**src/rtl/restoring_divider.sv**
```systemverilog
// Iterative restoring divider: one quotient bit per cycle, start/done handshake.
// Optional signed mode enabled by defining RESTORING_DIVIDER_SIGNED_EN.
module restoring_divider #(
    parameter int WIDTH = 32
) (
    input  logic             clk,
    input  logic             rst,
    input  logic             start,
`ifdef RESTORING_DIVIDER_SIGNED_EN
    input  logic             signed_op,
`endif
    input  logic [WIDTH-1:0] dividend,
    input  logic [WIDTH-1:0] divisor,
    output logic             busy,
    output logic             done,
    output logic [WIDTH-1:0] quotient,
    output logic [WIDTH-1:0] remainder,
    output logic             div_by_zero
);

    localparam int CW = (WIDTH > 2) ? $clog2(WIDTH) : 1;
    localparam logic [CW-1:0] CNT_MAX = CW'(WIDTH - 1);

    typedef enum logic [1:0] {
        IDLE = 2'd0,
        CALC = 2'd1,
        DONE = 2'd2
    } state_t;

    state_t           state;
    logic [CW-1:0]    cnt;
    logic [WIDTH-1:0] q_reg;
    logic [WIDTH-1:0] rem_acc;
    logic [WIDTH-1:0] dvs;
    logic             neg_q;
    logic             neg_r;

    logic             sgn_op;
    logic [WIDTH-1:0] dvd_mag;
    logic [WIDTH-1:0] dvs_mag;
    logic [WIDTH:0]   shifted;
    logic [WIDTH:0]   trial;
    logic             fits;
    logic [WIDTH-1:0] next_rem;
    logic [WIDTH-1:0] next_q;

`ifdef RESTORING_DIVIDER_SIGNED_EN
    assign sgn_op = signed_op;
`else
    assign sgn_op = 1'b0;
`endif

    // Operand magnitudes for the unsigned core, and one restoring step.
    always_comb begin
        dvd_mag = dividend;
        dvs_mag = divisor;
        if (sgn_op && dividend[WIDTH-1]) dvd_mag = -dividend;
        if (sgn_op && divisor[WIDTH-1]) dvs_mag = -divisor;
        // Shifted remainder can reach 2*divisor-1, so keep an extra bit.
        shifted  = {rem_acc, q_reg[WIDTH-1]};
        trial    = shifted - {1'b0, dvs};
        fits     = ~trial[WIDTH];
        next_rem = fits ? trial[WIDTH-1:0] : shifted[WIDTH-1:0];
        next_q   = {q_reg[WIDTH-2:0], fits};
    end

    // Control FSM with registered handshake and result outputs.
    always_ff @(posedge clk) begin
        if (rst) begin
            state       <= IDLE;
            cnt         <= '0;
            q_reg       <= '0;
            rem_acc     <= '0;
            dvs         <= '0;
            neg_q       <= 1'b0;
            neg_r       <= 1'b0;
            busy        <= 1'b0;
            done        <= 1'b0;
            quotient    <= '0;
            remainder   <= '0;
            div_by_zero <= 1'b0;
        end else begin
            done <= 1'b0;
            unique case (state)
                IDLE, DONE: begin
                    if (start) begin
                        q_reg   <= dvd_mag;
                        dvs     <= dvs_mag;
                        rem_acc <= '0;
                        cnt     <= CNT_MAX;
                        neg_q   <= sgn_op & (dividend[WIDTH-1] ^ divisor[WIDTH-1]);
                        neg_r   <= sgn_op & dividend[WIDTH-1];
                        if (divisor == '0) begin
                            // No iterations needed: report immediately.
                            state       <= DONE;
                            busy        <= 1'b0;
                            done        <= 1'b1;
                            div_by_zero <= 1'b1;
                            quotient    <= '1;
                            remainder   <= dividend;
                        end else begin
                            state <= CALC;
                            busy  <= 1'b1;
                        end
                    end else begin
                        state <= IDLE;
                        busy  <= 1'b0;
                    end
                end
                CALC: begin
                    rem_acc <= next_rem;
                    q_reg   <= next_q;
                    cnt     <= cnt - 1'b1;
                    if (cnt == '0) begin
                        state       <= DONE;
                        busy        <= 1'b0;
                        done        <= 1'b1;
                        div_by_zero <= 1'b0;
                        quotient    <= neg_q ? -next_q : next_q;
                        remainder   <= neg_r ? -next_rem : next_rem;
                    end
                end
                default: begin
                    state <= IDLE;
                    busy  <= 1'b0;
                end
            endcase
        end
    end

endmodule

```
**config.mk**
```make
export PLATFORM = sky130hd
export DESIGN_NAME = restoring_divider
export DESIGN_NICKNAME = d
export VERILOG_FILES = /design/src/rtl/restoring_divider.sv
export SDC_FILE = /design/constraint.sdc
export NUM_CORES = 1
export LEC_CHECK = 0
export ABC_AREA = 1
export CELL_PAD_IN_SITES_DETAIL_PLACEMENT = 0
export CELL_PAD_IN_SITES_GLOBAL_PLACEMENT = 1
export CORE_AREA = 5 5 166 168
export DETAILED_ROUTE_END_ITERATION = 7
export DIE_AREA = 0 0 171 173
export PLACE_DENSITY_LB_ADDON = 0.1
export SYNTH_ARGS = -nofsm -noshare
export SYNTH_HDL_FRONTEND = slang
export SYNTH_SLANG_ARGS = --single-unit
export TNS_END_PERCENT = 50
```
**constraint.sdc**
```tcl
create_clock -name clk -period 3.12 [get_ports clk]
set_input_delay 0.624 -clock clk [delete_from_list [all_inputs] [get_ports clk]]
set_output_delay 0.624 -clock clk [all_outputs]
set_load 0.1 [all_outputs]
```
==> impl_metrics.py, run 1 <==
metrics = {
    "critical_path": {
        "critical_path.cell_chain": "inv_1, ha_1, fa_1, inv_1, nand2_1, nand2_1, nand3_1, nand2_1, nand2_1, nand2_2, nand2_2, nand2_2, nand2_2, nand2_4, nand3_1, nand2_1, nand2_1, nand2_1",
        "setup.worst_path.end_class": "flip-flop",
        "setup.worst_path.start_class": "flip-flop",
        "cp.required_ns": 3.50,
        "cp_num_buf_inv": 2,
        "critical_path.slowest_cell": "fa_1",
        "worst-setup-path-type": "flip-flop to flip-flop",
        "cp.arrival_ns": 3.00,
        "crit_path_frequent_cell": "nand2_1",
        "critical-path-top-delay-family": "simple AND/OR/NAND/NOR gates",
        "crit_path_max_incr_delay_ns": 0.41,
        "timing.critical_path.fanout_max": 33,
    },
    "drt": {
        "ant_nets": 0,
        "drt_wl_total_um": 31900,
        "final_routed_drc_violation_total": 0,
        "vias": 9686,
        "first_pass_iters": 5,
        "wl_per_cell_um": 15.9,
        "detailedRoute.firstIterationViolations": 597,
        "vias_per_cell": 4.83,
    },
    "floorplan": {
        "initial_core_utilization_pct": 38.7,
        "ios": 134,
        "dieHeight_um": 173,
        "dieArea_um2": 29600,
        "core-area_um2": 25800,
        "fp-row-count": 59,
        "die_w_um": 171,
    },
    "layout": {
        "diodes": 0,
        "final.fill_count": 2726,
        "nNetsFinal": 1758,
        "drive_above_1_share_pct": 10.8,
        "regArea_um2": 3380,
        "most-common-layout-cells": "nand2_1, inv_1, dfxtp_1",
        "areaGrowthSynthToFinish_pct": 20.9,
        "multi_input_combinational_cell_area_um2": 5040,
        "layout_commonest_cell": "nand2_1",
        "post-route-util_pct": 46.8,
    },
    "synthesis": {
        "post_synth_instance_area_um2": 9980,
        "async_reset_ff_share_pct": 0,
        "netlist.top_cell.by_area": "dfxtp_1",
        "mapped_nets": 1653,
        "syn_inst": 1552,
        "ys_types": 41,
        "synth_area_per_cell_um2": 6.43,
        "synth-warning-count": 0,
        "post_synth_top_flop": "dfxtp_1",
        "ys_ff_latch": 169,
        "synth_edf_count": 0,
        "seq_area_frac_synth_pct": 33.9,
        "synth_top_cells_by_area": "dfxtp_1, nand2_1, inv_1, nand3_1, o21ai_0",
        "synth_top_area_share_pct": 33.9,
    },
    "clock_tree": {
        "cts_hold_buffers": 0,
        "cts-root-buf": "clkbuf_16",
        "tritoncts.num_buffers": 17,
        "tritoncts": "done",
        "worstSkewPairLatency_ns": 0.44,
        "cts.reportedPaths.clkPinSlew_ns": 0.08,
        "number_of_clock_sinks": 169,
        "cts.repair.resized": 0,
        "clock_path_buffers": 2,
        "cts_setup_buffers": 0,
        "cts_h_tree_depth": 4,
    },
    "timing": {
        "fin_crit_sh_pct": 84.0,
        "fmaxAchievable_mhz": 381,
        "tightest_slew_ns": 0.710,
        "setup_violations": 0,
        "timing.final.hold_violations": 0,
        "final.setup_skew_ns": 0.0130,
        "final_period_minus_worst_setup_slack_ns": 2.62,
        "maxSlewViolCount": 0,
        "relSlewSlack_pct": 52.6,
        "unrepaired_setup_endpoints_after_global_routing": "false",
    },
    "global_routing": {
        "via_count_of_the_first_global_routing_pass": 9173,
        "grt_max_degree": 53,
        "grt_first_pass_wirelength_um": 50200,
        "grt_usage_pct": 21.4,
        "grt_antenna_before_repair": 0,
        "overflow": 0,
    },
    "power": {
        "peakVddDrop_mv": 0.236,
        "finalPower_w": 0.00610,
        "power.static_leakage_nw": 6.52,
        "power.density_nw_per_um2": 506,
    },
    "job": {
        "maxCapViolCount": 0,
    },
    "min_path": {
        "hold_path_class": "flip-flop to flip-flop",
    },
    "placed_design": {
        "post-dp-hpwl_um": 24500,
        "port_bufs": 133,
        "place_congestion": 0.895,
    },
    "status": {
        "outcome": "completed",
    },
}
final timing paths:
path / slack (ns) / cells past startpoint / endpoint / from
setup reg to reg: 0.50 / 18 / remainder[30] / q_reg[31]
hold reg to reg: 0.46 / 2 / dvs[23] / dvs[23]
setup / recovery: 0.50 / 18 / remainder[30] / q_reg[31]
hold / removal: 0.46 / 2 / dvs[23] / dvs[23]
tightest hold or removal path: cells and delay by family (launching register included):
family	cells	cell delay, ns
flip-flops	1	0.30
buffers and inverters	1	0.06
AO/OA/AOI/OAI	1	0.05
cell usage after synthesis, drive strengths merged (2+ instances only):
master,count
a31oi,29
and2,4
nor2,59
nor4,5
o21ai,97
xor2,10
inv,319
nand4,7
ha,33
dfxtp,169
a22oi,4
xnor2,5
nor3,5
nand3,159
buf,27
o221ai,29
nand2,476
a21oi,59
a21o,2
clkbuf,43
a211oi,3
logic make-up after synthesis:
kind of cell    Yosys count  share of synthesized area (%)
fa+ha+maj                34                           4.34
compound gates          227                           13.2
xor+xnor                 15                           1.32
buf+inv                 390                           15.6
simple gates            717                           31.6
flops                   169                           33.9
metrics by stage:
stage | hold slack [ns] | cells | setup slack (ns) | area, um2 | TNS (ns)
2_1_floorplan | 0.433 | 1552 | 0.870 | 9980 | 0
3_3_place_gp | 0.445 | 1973 | -0.00705 | 11500 | -0.00705
3_5_place_dp | 0.454 | 1973 | -0.00510 | 11500 | -0.00510
4_1_cts | 0.466 | 2005 | 0.439 | 12100 | 0
5_1_grt | 0.485 | 2005 | 0.225 | 12100 | 0
6_report | 0.460 | 2005 | 0.498 | 12100 | 0
report_power, final:
part           total, W  leakage, nW  internal [W]  switching (W)
Combinational   0.00155         4.85      0.000433        0.00112
Sequential      0.00237         1.38       0.00229      0.0000790
Clock           0.00218        0.293       0.00109        0.00109
Total           0.00610         6.52       0.00381        0.00229
per-layer routing:
metal / global-route usage, % / wire [um]
met1: 32.0 / 15800
met2: 32.2 / 14000
met3: 3.84 / 1770
met4: 4.16 / 332
met5: 0 / 0
area by class of cell:
| type | count | area share [%] |
|---|---|---|
| repair buffers | 156 | 11.7 |
| inverters | 320 | 9.97 |
| well taps | 335 | 3.48 |
| multi-input cells | 993 | 41.8 |
| clock inverters | 15 | 1.43 |
| flip-flops and latches | 169 | 28.1 |
| clock buffers | 17 | 3.53 |
Power figures use the tool's default switching activity.
==> run 2: changes to the inputs <==
==> constraint.sdc (replaced) <==
create_clock -name clk -period 2.6 [get_ports clk]
set_input_delay 0.52 -clock clk [delete_from_list [all_inputs] [get_ports clk]]
set_output_delay 0.52 -clock clk [all_outputs]
set_load 0.1 [all_outputs]
==> run 2 against run 1 <==
Core utilization grew 1.3 points; final cell count grew 0.85%; critical path type is now input pin to flip-flop; first-iteration DRC count grew 1.2%; critical endpoint is now remainder[7]; register-to-register slack lost 0.35 ns; routed wire length grew 1.8%; sequential power grew 20%; clock power grew 20%.
==> impl_metrics.py, run 2 (synthesis gave the netlist of run 1 again) <==
metrics = {
    "status": {
        "outcome": "completed",
    },
    "critical_path": {
        "setup.worst_path.end_class": "flip-flop",
        "cp_num_buf_inv": 3,
        "critical_register_to_register_path_startpoint": "rem_acc[17]",
        "timing.critical_path.fanout_max": 15,
        "critical-path-top-delay-family": "simple AND/OR/NAND/NOR gates",
        "setup.worst_path.start_class": "input pin",
        "critical_path.slowest_cell": "nor4_1",
        "crit_path_max_incr_delay_ns": 0.58,
        "critical_path.cell_chain": "clkdlybuf4s50_1, nor4_1, nand3b_1, nor2_1, nand2_1, buf_4, o21ai_0, nand3_1, nand2_1, inv_1",
        "worst-setup-path-type": "input pin to flip-flop",
        "cp.arrival_ns": 2.87,
        "cp.required_ns": 2.94,
        "crit_path_frequent_cell": "nand2_1",
        "critical_path.startpoint": "divisor[23]",
    },
    "layout": {
        "drive_above_1_share_pct": 12.9,
        "fin_area_um2": 12400,
        "most-common-layout-cells": "nand2_1, inv_1, dfxtp_1",
        "regArea_um2": 3380,
        "layout_commonest_cell": "nand2_1",
        "nNetsFinal": 1775,
        "multi_input_combinational_cell_area_um2": 5150,
        "final.fill_count": 2701,
        "areaGrowthSynthToFinish_pct": 24.2,
        "diodes": 0,
        "post-route-util_pct": 48.1,
    },
    "drt": {
        "wl_per_cell_um": 16.1,
        "final_routed_drc_violation_total": 0,
        "first_pass_iters": 5,
        "detailedRoute.firstIterationViolations": 604,
        "ant_nets": 0,
        "vias": 9760,
        "vias_per_cell": 4.83,
        "drt_wl_total_um": 32500,
    },
    "placed_design": {
        "place_congestion": 0.841,
        "port_bufs": 133,
        "post-dp-hpwl_um": 24600,
        "postPlaceCellArea_um2": 11600,
    },
    "global_routing": {
        "grt_usage_pct": 21.6,
        "grt_first_pass_wirelength_um": 51100,
        "via_count_of_the_first_global_routing_pass": 9418,
        "grt_antenna_before_repair": 0,
        "grt_max_degree": 129,
        "overflow": 0,
    },
    "timing": {
        "final.setup_skew_ns": 0.0117,
        "fin_crit_sh_pct": 97.3,
        "unrepaired_setup_endpoints_after_global_routing": "false",
        "tightest_slew_ns": 0.623,
        "setup_violations": 0,
        "hold_ws_ns": 0.464,
        "relSlewSlack_pct": 58.1,
        "maxSlewViolCount": 0,
        "timing.final.hold_violations": 0,
        "final_period_minus_worst_setup_slack_ns": 2.53,
        "fmaxAchievable_mhz": 395,
    },
    "clock_tree": {
        "cts.reportedPaths.clkPinSlew_ns": 0.08,
        "cts-root-buf": "clkbuf_16",
        "number_of_clock_sinks": 169,
        "cts_h_tree_depth": 4,
        "cts_hold_buffers": 0,
        "tritoncts.num_buffers": 17,
        "clock_path_buffers": 2,
        "worstSkewPairLatency_ns": 0.44,
        "tritoncts": "done",
    },
    "min_path": {
        "min-delay-start": "dvs[23]",
        "hold_path_class": "flip-flop to flip-flop",
    },
    "floorplan": {
        "initial_core_utilization_pct": 38.7,
        "core-area_um2": 25800,
        "die_w_um": 171,
        "ios": 134,
        "dieHeight_um": 173,
        "dieArea_um2": 29600,
        "fp-row-count": 59,
    },
    "power": {
        "power.static_leakage_nw": 6.70,
        "finalPower_w": 0.00737,
        "peakVddDrop_mv": 0.335,
        "power.density_nw_per_um2": 594,
    },
    "job": {
        "maxCapViolCount": 0,
    },
}
==> run 2: worst reg2reg max path: stages (launching register included) <==
cell and delay [ns]:
dfxtp_1 0.45, ha_1 0.34, nand2_2 0.13, inv_1 0.04, nand2_1 0.05, nand2_1 0.09
nand2_1 0.07, nand2_1 0.08, a21oi_2 0.27, nand2_2 0.11, nand2_2 0.12, nand2_8 0.11
clkbuf_16 0.18, buf_4 0.14, nand2_1 0.06, a31oi_1 0.07
==> run 2: per-layer routing <==
layer | vias to the layer above | global-route usage [%] | wire length, um
li1 | 5120 | - | -
met1 | 4449 | 31.5 | 16200
met2 | 168 | 33.6 | 14700
met3 | 23 | 3.40 | 1230
met4 | 0 | 4.82 | 415
met5 | - | 0 | 0
==> run 2: what timing repair did <==
| item | in CTS | in global routing |
|---|---|---|
| endpoints found under the setup margin | 1 | 66 |
| pin swaps | 0 | 6 |
| cloned | 0 | 4 |
| resized for setup | 1 | 24 |
| setup buffers | 0 | 3 |
==> run 2: final timing paths <==
path	cells past startpoint	slack, ns	to
setup / recovery	10	0.07	remainder[7]
hold reg to reg	2	0.46	dvs[23]
hold / removal	2	0.46	dvs[23]
setup reg to reg	15	0.15	q_reg[0]
==> run 2: through the flow <==
| step | std cells | setup WS [ns] | setup TNS [ns] |
|---|---|---|---|
| 6_report | 2022 | 0.0710 | 0 |
| 5_1_grt | 2022 | 0.0134 | 0 |
| 4_1_cts | 2015 | 0.0718 | 0 |
| 3_5_place_dp | 1983 | -0.482 | -20.76 |
| 3_3_place_gp | 1983 | -0.479 | -19.78 |
| 2_1_floorplan | 1552 | 0.350 | 0 |
==> run 2: layout make-up <==
cell class | count | share of cell area, %
tap | 335 | 3.38
clock inverter | 15 | 1.37
clock buffer | 17 | 3.43
multi-input combinational | 993 | 41.5
inverter | 320 | 9.70
sequential | 169 | 27.3
timing repair buffer | 173 | 13.3
==> run 2: power by group <==
group	internal, W	leakage [nW]	switching (W)
combinational	0.000557	5.03	0.00135
sequential	0.00275	1.38	0.0000941
clock	0.00130	0.293	0.00131
